==> src/rtl/instr_encoder_loader.sv <==
// rtl/instr_encoder_loader.sv - packs RV32I I/S/SB fields into words and streams them into imem
// Range/alignment failures latch a sticky error instead of writing.
module instr_encoder_loader #(
  parameter int DEPTH  = 64,
  parameter int ADDR_W = 8,
  localparam int CW    = $clog2(DEPTH + 1)
) (
  input  logic              sysclk,
  input  logic              rst_n,
  input  logic              clear,
  input  logic              in_valid,
  output logic              in_ready,
  input  logic [1:0]        fmt,
  input  logic [4:0]        rd,
  input  logic [4:0]        rs1,
  input  logic [4:0]        rs2,
  input  logic [2:0]        funct3,
  input  logic [31:0]       imm,
  output logic              mem_we,
  output logic [ADDR_W-1:0] mem_addr,
  output logic [31:0]       mem_wdata,
  output logic [CW-1:0]     count,
  output logic              full,
  output logic              err,
  output logic [1:0]        err_code
);

  typedef enum logic [1:0] {S_READY, S_WRITE, S_FULL, S_ERROR} state_t;

  state_t              state_q, state_d;
  logic [CW-1:0]       count_q, count_d;
  logic [ADDR_W-1:0]   addr_q, addr_d;
  logic [31:0]         wdata_q, wdata_d;
  logic                err_q, err_d;
  logic [1:0]          code_q, code_d;

  logic [6:0]          opcode;
  logic [31:0]         enc_word;
  logic                chk_fail;
  logic [1:0]          chk_code;
  logic [CW-1:0]       count_inc;
  logic [ADDR_W-1:0]   addr_next;

  assign count_inc = count_q + CW'(1);
  assign addr_next = ADDR_W'({count_q, 2'b00});

  always_comb begin
    opcode   = 7'h03;
    enc_word = '0;
    chk_fail = 1'b0;
    chk_code = 2'b00;
    case (fmt)
      2'b00:   opcode = 7'h03;
      2'b01:   opcode = 7'h13;
      2'b10:   opcode = 7'h23;
      default: opcode = 7'h63;
    endcase
    case (fmt)
      2'b00, 2'b01: enc_word = {imm[11:0], rs1, funct3, rd, opcode};
      2'b10:        enc_word = {imm[11:5], rs2, rs1, funct3, imm[4:0], opcode};
      default:      enc_word = {imm[12], imm[10:5], rs2, rs1, funct3, imm[4:1], imm[11], opcode};
    endcase
    // Range is judged first so an out-of-range odd branch reports 01, not 10.
    if (fmt == 2'b11) begin
      if (!((&imm[31:12]) || !(|imm[31:12]))) begin
        chk_fail = 1'b1;
        chk_code = 2'b01;
      end else if (imm[0]) begin
        chk_fail = 1'b1;
        chk_code = 2'b10;
      end
    end else if (!((&imm[31:11]) || !(|imm[31:11]))) begin
      chk_fail = 1'b1;
      chk_code = 2'b01;
    end
  end

  always_ff @(posedge sysclk or negedge rst_n) begin
    if (!rst_n) begin
      state_q <= S_READY;
      count_q <= '0;
      addr_q  <= '0;
      wdata_q <= '0;
      err_q   <= 1'b0;
      code_q  <= 2'b00;
    end else begin
      state_q <= state_d;
      count_q <= count_d;
      addr_q  <= addr_d;
      wdata_q <= wdata_d;
      err_q   <= err_d;
      code_q  <= code_d;
    end
  end

  always_comb begin
    state_d = state_q;
    count_d = count_q;
    addr_d  = addr_q;
    wdata_d = wdata_q;
    err_d   = err_q;
    code_d  = code_q;
    if (clear) begin
      state_d = S_READY;
      count_d = '0;
      err_d   = 1'b0;
      code_d  = 2'b00;
    end else begin
      case (state_q)
        S_READY: begin
          if (in_valid) begin
            if (chk_fail) begin
              state_d = S_ERROR;
              err_d   = 1'b1;
              code_d  = chk_code;
            end else begin
              state_d = S_WRITE;
              addr_d  = addr_next;
              wdata_d = enc_word;
            end
          end
        end
        S_WRITE: begin
          count_d = count_inc;
          state_d = (count_inc == CW'(DEPTH)) ? S_FULL : S_READY;
        end
        default: ;
      endcase
    end
  end

  always_comb begin
    in_ready  = (state_q == S_READY) && !clear;
    mem_we    = (state_q == S_WRITE);
    full      = (count_q == CW'(DEPTH));
    mem_addr  = addr_q;
    mem_wdata = wdata_q;
    count     = count_q;
    err       = err_q;
    err_code  = code_q;
  end

endmodule

==> config.mk <==
export PLATFORM = sky130hd
export DESIGN_NAME = instr_encoder_loader
export DESIGN_NICKNAME = d
export VERILOG_FILES = /design/src/rtl/instr_encoder_loader.sv
export SDC_FILE = /design/constraint.sdc
export NUM_CORES = 1
export LEC_CHECK = 0
export ABC_CLOCK_PERIOD_IN_PS = 1900
export CELL_PAD_IN_SITES_DETAIL_PLACEMENT = 0
export CELL_PAD_IN_SITES_GLOBAL_PLACEMENT = 2
export CORE_MARGIN = 2
export CORE_UTILIZATION = 22
export CTS_CLUSTER_DIAMETER = 40
export DETAILED_ROUTE_END_ITERATION = 10
export PLACE_DENSITY_LB_ADDON = 0.3
export REMOVE_ABC_BUFFERS = 1
export SETUP_SLACK_MARGIN = 0.15
export SLEW_MARGIN = 20
export SYNTH_ARGS = -nofsm -noshare
export SYNTH_HDL_FRONTEND = slang
export SYNTH_SLANG_ARGS = --single-unit
export TNS_END_PERCENT = 100
==> constraint.sdc <==
create_clock -name sysclk -period 1.9 [get_ports sysclk]
set_input_delay 0.38 -clock sysclk [delete_from_list [all_inputs] [get_ports sysclk]]
set_output_delay 0.38 -clock sysclk [all_outputs]
set_load 0.01 [all_outputs]
==> results of run 1 <==
==> through the flow <==
| stage | hold slack [ns] | util | TNS (ns) | area, sq um |
|---|---|---|---|---|
| after global placement | 0.417 | 0.355 | -24.36 | 3650 |
| after floorplan | 0.0844 | - | -35.96 | 2220 |
| after CTS | 0.0834 | 0.399 | -4.65 | 4100 |
| after detailed placement | 0.428 | 0.355 | -25.59 | 3650 |
| after global routing | 0.0983 | 0.415 | -5.17 | 4260 |
| final | 0.0791 | 0.415 | -2.93 | 4260 |
==> worst max path at each step <==
stage | from | to | cells after the start
global route | imm[17] | mem_wdata[5] | 8
floorplan | imm[30] | mem_wdata[12] | 5
CTS | imm[31] | mem_wdata[29] | 8
detailed placement | imm[27] | mem_wdata[30] | 7
global placement | imm[19] | mem_wdata[13] | 7
finish | imm[30] | mem_wdata[5] | 8
==> worst max-delay path: stages <==
cell,delay (ns)
sky130_fd_sc_hd__buf_6,0.10
sky130_fd_sc_hd__nor4_4,0.26
sky130_fd_sc_hd__and3_4,0.23
sky130_fd_sc_hd__nand3_4,0.09
sky130_fd_sc_hd__a2111oi_4,0.47
sky130_fd_sc_hd__buf_4,0.23
sky130_fd_sc_hd__buf_12,0.14
sky130_fd_sc_hd__mux2_4,0.30
==> state kept, by name, summed over array words and instances (netlist names) <==
| name | cells |
|---|---|
| count | 7 |
| mem_wdata | 29 |
| err_code | 2 |
| err | 1 |
| state_q | 2 |
| mem_addr | 6 |
==> cell usage after synthesis <==
cell,instances,area (sq um)
sky130_fd_sc_hd__xnor2_1,3,26.3
sky130_fd_sc_hd__nand2_1,9,33.8
sky130_fd_sc_hd__ha_1,3,37.5
sky130_fd_sc_hd__nand4_1,8,50.1
sky130_fd_sc_hd__clkbuf_1,6,22.5
sky130_fd_sc_hd__nor3_1,2,10.0
sky130_fd_sc_hd__or2_2,1,6.26
sky130_fd_sc_hd__a32o_1,1,10.0
sky130_fd_sc_hd__nor3_2,1,10.0
sky130_fd_sc_hd__o211ai_1,2,15.0
sky130_fd_sc_hd__buf_4,6,45.0
sky130_fd_sc_hd__mux2i_1,11,110
sky130_fd_sc_hd__a21oi_1,18,90.1
sky130_fd_sc_hd__nand3b_1,2,15.0
sky130_fd_sc_hd__and4_1,1,8.76
sky130_fd_sc_hd__o21ba_2,1,10.0
sky130_fd_sc_hd__buf_6,3,33.8
sky130_fd_sc_hd__mux2_1,15,169
sky130_fd_sc_hd__o211a_1,1,10.0
sky130_fd_sc_hd__o41ai_1,1,8.76
sky130_fd_sc_hd__nand2b_1,1,6.26
sky130_fd_sc_hd__nand3_1,6,30.0
sky130_fd_sc_hd__nor4b_1,1,8.76
sky130_fd_sc_hd__mux2_2,7,78.8
sky130_fd_sc_hd__nor4_1,6,37.5
sky130_fd_sc_hd__conb_1,1,3.75
sky130_fd_sc_hd__dfrtp_1,47,1180
sky130_fd_sc_hd__a31oi_1,1,6.26
sky130_fd_sc_hd__nor2_1,22,82.6
sky130_fd_sc_hd__a211oi_1,2,15.0
sky130_fd_sc_hd__buf_2,1,5.00
sky130_fd_sc_hd__a21boi_1,1,7.51
sky130_fd_sc_hd__inv_1,6,22.5
sky130_fd_sc_hd__a21o_1,1,7.51
sky130_fd_sc_hd__o21ai_1,1,5.00
sky130_fd_sc_hd__and3_1,2,12.5
sky130_fd_sc_hd__a2111oi_4,1,27.5
sky130_fd_sc_hd__o21ai_0,3,15.0
sky130_fd_sc_hd__xor2_1,5,43.8
==> final cells by class <==
class,count,area (sq um)
Tap cell,136,170
Inverter,6,22.5
Multi-Input combinational cell,144,1310
Timing Repair Buffer,146,1470
Fill cell,1020,6020
Sequential cell,47,1180
Clock buffer,5,68.8
Clock inverter,3,46.3
==> power by group <==
| group | leakage (nW) | switching [mW] | internal [mW] | total [mW] |
|---|---|---|---|---|
| Clock | 0.0548 | 0.366 | 0.397 | 0.763 |
| Sequential | 0.640 | 0.0123 | 1.01 | 1.02 |
| Combinational | 1.22 | 0.148 | 0.173 | 0.321 |
| Total | 1.91 | 0.526 | 1.58 | 2.11 |
==> logic make-up (layout without fill, tap and decap cells) <==
family | after synthesis | after routing | share of synthesized area
XOR/XNOR | 8 | 8 | 0.0303
multiplexers | 33 | 33 | 0.155
AO/OA/AOI/OAI | 34 | 34 | 0.0984
other | 1 | 4 | 0.00162
AND/OR/NAND/NOR | 62 | 62 | 0.135
buffers and inverters | 22 | 160 | 0.0557
adder cells (fa/ha/maj) | 3 | 3 | 0.0162
flip-flops | 47 | 47 | 0.508
==> repair_timing <==
item                                    in CTS  in global routing
gates resized for setup                    133                 50
buffers inserted                            10                  2
pin swaps                                   15                 10
hold buffers                                 0                  0
gates cloned                                 3                  0
endpoints found under the setup margin      46                 40
==> per-layer routing <==
layer	GRT usage	routed length [microns]	vias up
met1	0.181	3520	1068
li1	-	-	1022
met5	0	0	-
met3	0.0331	490	4
met2	0.196	3270	78
met4	0.0250	37	0
==> impl_metrics.toml, run 1 <==
[worst_setup_path]
timing.reg2reg.worst_path_depth = 6
cp_data_arrival_time_ns = 2.21
r2r_end = "mem_wdata[5]"
crit_required_ns = 2.08
crit-reg2reg-launch = "state_q[1]"
end_kind = "register"
critical_path.startpoint_type = "input pin"
worstSetupPathType = "input pin to register"
rrSetupSlack_ns = -0.04
cp_max_fo = 7

[synthesis]
synthesis.area_per_instance_sq_um = 11.0
netlist_area_sq_um = 2310
syn_inst = 210
ys_seq_elements = 47
yosys_warnings = 0
synth.lib_cells_used.distinct = 39
ys_seq_area_frac = 0.508

[grt]
first_pass_grt_wire_length_microns = 11600
grt_remaining_overflow = 0
pin_count_of_the_biggest_net_entering_global_routing = 27
via_count_of_the_first_global_routing_pass = 2275
antenna_found_initial = 0
gr-usage-all-layers = 0.128

[finish]
final_nets = 409
layout_common_cells = "69 x sky130_fd_sc_hd__clkdlybuf4s50_1, 46 x sky130_fd_sc_hd__dfrtp_1, 27 x sky130_fd_sc_hd__buf_4"
stdcell_count = 487
final_common_cell = "sky130_fd_sc_hd__clkdlybuf4s50_1"
insertedDiodeCount = 0
layout-area-overhead-vs-synth_pct = 84.2
layout-drive-gt1-share = 0.368

[sta]
finalWorstSetupSlack_ns = -0.126
f_max_ghz = 0.494
max-slew-margin-rel = 0.596
minimum_clock_period_ns = 2.03
timing.final.crit_share = 1.07
worst_slew_pin_tran_ns = 0.606
grt_setup_unrepaired = "yes"
finalHoldViolations = 0
finalSetupViolations = 34
clock-skew-final_ns = 0.0137
slew_violations = 0

[floorplan]
placeableCoreArea_sq_um = 10300
total_die_area_sq_um = 11400
die_h_microns = 107
design.portCount = 109
initial_core_util = 0.225
die_x_microns = 107
rows = 37

[power]
power_per_cell_area_nw_per_um2 = 495
report.power.total_mw = 2.11
reported_leakage_power_nw = 1.91
worst_voltage_drop_across_the_vdd_grid_mv = 0.288

[place]
port_buffers = 104
placed_cells = 464
pre_cts_ws_ns = -0.748
gp_congestion = 0.700
detailedPlacementHpwl_microns = 4870

[clock_tree]
cts.path.max_buffers = 2
clkSinkCount = 47
cts.htree.levels = 2
clock_root_cell = "sky130_fd_sc_hd__clkbuf_8"
clk_pin_slew_worst_paths_ns = 0.10
cts_bufs_inserted = 5
cts_tree = "done"
insertion_delay_ns = 0.30

[detailed_routing]
detail-route-antenna-nets = 0
vias = 2172
route.detailed.drc = 0
detail_route.wl_per_cell_microns = 15.0
detail_route.iter0.violations = 28
routed_wirelength_microns = 7320
drt_first_pass_iters = 4
viasPerCell = 4.46

[flow_run]
maxCapViolCount = 0

[min_path]
hp-class = "input pin to async pin"

[status]
outcome = "finished with violations"
failed_checks = "negative setup slack"
(Power assumes the default switching activity.)
==> inputs of run 2 (changes only) <==
CORE_ASPECT_RATIO = 0.75   (was not set)
==> impl_metrics.toml, run 2 (synthesis gave the netlist of run 1 again) <==
[grt]
pin_count_of_the_biggest_net_entering_global_routing = 33
grt_remaining_overflow = 0
antenna_found_initial = 1
first_pass_grt_wire_length_microns = 11200
gr-usage-all-layers = 0.127
via_count_of_the_first_global_routing_pass = 2130

[power]
power_frac_seq = 0.459
reported_leakage_power_nw = 1.95
share_of_power_burned_in_the_clock_network = 0.400
intPower_mw = 1.68
switchingPower_mw = 0.550
power_per_cell_area_nw_per_um2 = 526
worst_voltage_drop_across_the_vdd_grid_mv = 0.377
power.share.combinational = 0.142
netSwitchingFraction = 0.247

[worst_setup_path]
cp_data_arrival_time_ns = 2.19
timing.reg2reg.worst_path_depth = 7
cp_num_buf_inv = 4
end_kind = "register"
cpMostUsedCell = "sky130_fd_sc_hd__buf_8"
crit_family = "compound AO/OA/AOI/OAI gates"
critical_path.startpoint_type = "input pin"
worstSetupPathType = "input pin to register"
r2r_end = "mem_wdata[13]"
crit_required_ns = 2.08
cpPeakStageDelay_ns = 0.37
crit-reg2reg-launch = "state_q[1]"
critPathSlowestCell = "sky130_fd_sc_hd__a2111oi_4"
crit_chain = "clkdlybuf4s15_2 > nand4_1 > o21ai_2 > o211ai_1 > a2111oi_4 > buf_4 > buf_8 > buf_8 > mux2_4"
rrSetupSlack_ns = -0.01
cp_max_fo = 6

[floorplan]
die_h_microns = 92.8
initial_core_util = 0.226
placeableCoreArea_sq_um = 10200
total_die_area_sq_um = 11400
design.portCount = 109
die_x_microns = 122
rows = 32

[finish]
largest_reg_flops = 29
layout_common_cells = "69 x sky130_fd_sc_hd__clkdlybuf4s50_1, 47 x sky130_fd_sc_hd__dfrtp_1, 26 x sky130_fd_sc_hd__buf_4"
fillCellCount = 1031
layout-drive-gt1-share = 0.380
final_nets = 408
final_common_cell = "sky130_fd_sc_hd__clkdlybuf4s50_1"
stdcell_count = 487
layout-area-overhead-vs-synth_pct = 83.1

[place]
gp_congestion = 0.754
detailedPlacementHpwl_microns = 5000
port_buffers = 104
placed_cells = 465

[detailed_routing]
detail_route.wl_per_cell_microns = 14.4
detail_route.iter0.violations = 36
route.detailed.drc = 0
drt_first_pass_iters = 4
routed_wirelength_microns = 7020
viasPerCell = 4.29
detail-route-antenna-nets = 0
vias = 2088

[clock_tree]
clk_pin_slew_worst_paths_ns = 0.07
insertion_delay_ns = 0.29
cts_bufs_inserted = 5
cts.path.max_buffers = 2
clkSinkCount = 47
cts.htree.levels = 2
ctsHoldBuffers = 0
cts_tree = "done"
clock_root_cell = "sky130_fd_sc_hd__clkbuf_16"

[sta]
finalSetupViolations = 34
grt_setup_unrepaired = "yes"
minimum_clock_period_ns = 2.02
finalWorstSetupSlack_ns = -0.117
clock-skew-final_ns = 0.00574
finalHoldViolations = 0
slew_violations = 0
f_max_ghz = 0.496
final.setup.tns_ns = -2.12
timing.final.crit_share = 1.06

[flow_run]
maxCapViolCount = 0

[status]
failed_checks = "negative setup slack"
outcome = "finished with violations"

[min_path]
hp-class = "input pin to async pin"
run 2: final cells by class:
cell class	count	area, sq um	area share
repair buffers	145	1440	0.340
multi-input cells	144	1280	0.301
flip-flops and latches	47	1180	0.278
well taps	136	170	0.0402
clock buffers	5	125	0.0295
clock inverters	3	23.8	0.00561
inverters	6	22.5	0.00532
diodes	1	2.50	0.000591
run 2: metal layers:
layer | routed length [microns] | track usage
met5 | 0 | 0
met4 | 51 | 0.0287
met3 | 642 | 0.0468
met2 | 2930 | 0.179
met1 | 3400 | 0.183
run 2: power groups by stage:
stage	clock network, mW	logic (mW)	registers, mW
CTS	0.930	0.314	1.02
global placement	0	0.309	1.04
finish	0.890	0.315	1.02
floorplan	0	0.0732	1.05
detailed placement	0	0.310	1.04
global route	0.971	0.347	1.02
run 2: worst max-delay path by stage:
| stage | from | endpoint | slack [ns] | depth (start not counted) |
|---|---|---|---|---|
| after global placement | imm[30] | mem_wdata[14] | -0.76 | 7 |
| final | imm[15] | mem_wdata[13] | -0.12 | 9 |
| after floorplan | imm[30] | mem_wdata[12] | -1.13 | 5 |
| after detailed placement | imm[30] | mem_wdata[13] | -0.79 | 7 |
| after global routing | imm[30] | mem_addr[6] | -0.23 | 9 |
| after CTS | imm[30] | mem_wdata[13] | -0.10 | 9 |
run 2: stage by stage:
stage / util / hold WS, ns / setup WS [ns] / cell area, sq um / power (mW)
3_5_place_dp: 0.356 / 0.337 / -0.792 / 3650 / 1.35
5_1_grt: 0.413 / 0.0357 / -0.232 / 4230 / 2.34
6_report: 0.413 / 0.0153 / -0.117 / 4240 / 2.23
4_1_cts: 0.400 / 0.0223 / -0.104 / 4100 / 2.27
3_3_place_gp: 0.356 / 0.328 / -0.763 / 3650 / 1.35
2_1_floorplan: - / 0.0844 / -1.13 / 2220 / 1.12
run 2: repair_timing:
item | 4_1_cts | 5_1_grt
resized for setup | 155 | 42
setup endpoints to repair | 43 | 41
gates cloned | 3 | 0
pin swaps | 16 | 7
buffers inserted | 8 | 2
==> inputs of run 3 (changes only) <==
HOLD_SLACK_MARGIN = 0.1   (was not set)
==> impl_metrics.toml, run 3 (synthesis gave the netlist of run 1 again) <==
[place]
detailedPlacementHpwl_microns = 5000
port_buffers = 104
gp_congestion = 0.754
pre_cts_ws_ns = -0.792

[sta]
final.hold.worst_slack_ns = 0.513
final.setup.tns_ns = -2.12
finalHoldViolations = 0
finalWorstSetupSlack_ns = -0.117
finalSetupViolations = 34
minimum_clock_period_ns = 2.02
timing.final.crit_share = 1.06
slew_violations = 0
f_max_ghz = 0.496
grt_setup_unrepaired = "yes"
clock-skew-final_ns = 0.00573

[finish]
layout-area-overhead-vs-synth_pct = 83.5
final_common_cell = "sky130_fd_sc_hd__clkdlybuf4s50_1"
layout-drive-gt1-share = 0.379
layout.core_utilization = 0.414
final_nets = 409
largest_reg_flops = 29
layout_common_cells = "69 x sky130_fd_sc_hd__clkdlybuf4s50_1, 47 x sky130_fd_sc_hd__dfrtp_1, 26 x sky130_fd_sc_hd__buf_4"

[worst_setup_path]
end_kind = "register"
rrSetupSlack_ns = -0.01
cp_data_arrival_time_ns = 2.19
worstSetupPathType = "input pin to register"
r2r_end = "mem_wdata[13]"
critical_path.startpoint_type = "input pin"
crit_required_ns = 2.08
cp_max_fo = 6
crit-reg2reg-launch = "state_q[1]"
timing.reg2reg.worst_path_depth = 7

[clock_tree]
cts.htree.levels = 2
clk_pin_slew_worst_paths_ns = 0.07
cts_bufs_inserted = 5
insertion_delay_ns = 0.29
cts_tree = "done"
clkSinkCount = 47
clock_root_cell = "sky130_fd_sc_hd__clkbuf_16"
cts.path.max_buffers = 2

[floorplan]
total_die_area_sq_um = 11400
design.portCount = 109
die_x_microns = 122
rows = 32
placeableCoreArea_sq_um = 10200
initial_core_util = 0.226
die_h_microns = 92.8

[min_path]
worstHoldEndpoint = "mem_wdata[28]"
timing.hold.worst_path_depth = 1
start_point_of_the_worst_min_delay_path = "mem_wdata[28]"
hp-class = "register to register"

[detailed_routing]
viasPerCell = 4.29
routed_wirelength_microns = 7030
detail_route.wl_per_cell_microns = 14.4
detail_route.iter0.violations = 40
route.detailed.drc = 0
drt_first_pass_iters = 4
vias = 2094
detail-route-antenna-nets = 0

[grt]
antenna_found_initial = 1
first_pass_grt_wire_length_microns = 11200
pin_count_of_the_biggest_net_entering_global_routing = 33
via_count_of_the_first_global_routing_pass = 2126
gr-usage-all-layers = 0.127
grt_remaining_overflow = 0

[power]
reported_leakage_power_nw = 1.96
power_per_cell_area_nw_per_um2 = 525
worst_voltage_drop_across_the_vdd_grid_mv = 0.377

[status]
outcome = "finished with violations"
failed_checks = "negative setup slack"

[flow_run]
maxCapViolCount = 0
==> run 3: routing by layer <==
metal	global-route usage	vias up	share of wire
met3	0.0474	5	0.092
met5	0	-	0
met4	0.0287	0	0.0073
li1	-	1017	-
met1	0.182	1007	0.48
met2	0.180	65	0.42
==> run 3: timing repair <==
action | 4_1_cts | 5_1_grt
pin swaps | 16 | 7
setup buffers | 8 | 2
endpoints found under the hold margin | 15 | 0
hold buffers | 1 | 0
cloned | 3 | 0
endpoints found under the setup margin | 43 | 41
resized for setup | 155 | 42
==> run 3: metrics by stage <==
stage               cell area (sq um)  total power [mW]  cells
global placement                 3650              1.35    465
floorplan                        2220              1.12    197
detailed placement               3650              1.35    465
CTS                              4110              2.27    485
global route                     4240              2.34    487
finish                           4250              2.23    488
==> run 3: how the worst max path moves through the flow <==
| stage | depth (start not counted) | endpoint | startpoint |
|---|---|---|---|
| 2_1_floorplan | 5 | mem_wdata[12] | imm[30] |
| 3_3_place_gp | 7 | mem_wdata[14] | imm[30] |
| 3_5_place_dp | 7 | mem_wdata[13] | imm[30] |
| 4_1_cts | 9 | mem_wdata[13] | imm[30] |
| 5_1_grt | 9 | mem_addr[6] | imm[30] |
| 6_report | 9 | mem_wdata[13] | imm[15] |
==> run 3: layout make-up <==
cell class	count	area, sq um
tap	136	170
inverter	6	22.5
fill	1030	6000
sequential	47	1180
clock inverter	3	23.8
clock buffer	5	125
antenna	1	2.50
multi-input combinational	144	1280
timing repair buffer	146	1450
==> run 3: report_power, final <==
part           internal (mW)  total [mW]  switching, mW
sequential              1.01        1.02         0.0108
combinational          0.175       0.317          0.142
clock                  0.493       0.890          0.398
total                   1.68        2.23          0.551
==> run 3: worst max-delay path: stages <==
cell and delay (ns):
sky130_fd_sc_hd__clkdlybuf4s15_2 0.19, sky130_fd_sc_hd__nand4_1 0.17, sky130_fd_sc_hd__o21ai_2 0.17, sky130_fd_sc_hd__o211ai_1 0.17, sky130_fd_sc_hd__a2111oi_4 0.37, sky130_fd_sc_hd__buf_4 0.17, sky130_fd_sc_hd__buf_8 0.12, sky130_fd_sc_hd__buf_8 0.14
sky130_fd_sc_hd__mux2_4 0.30
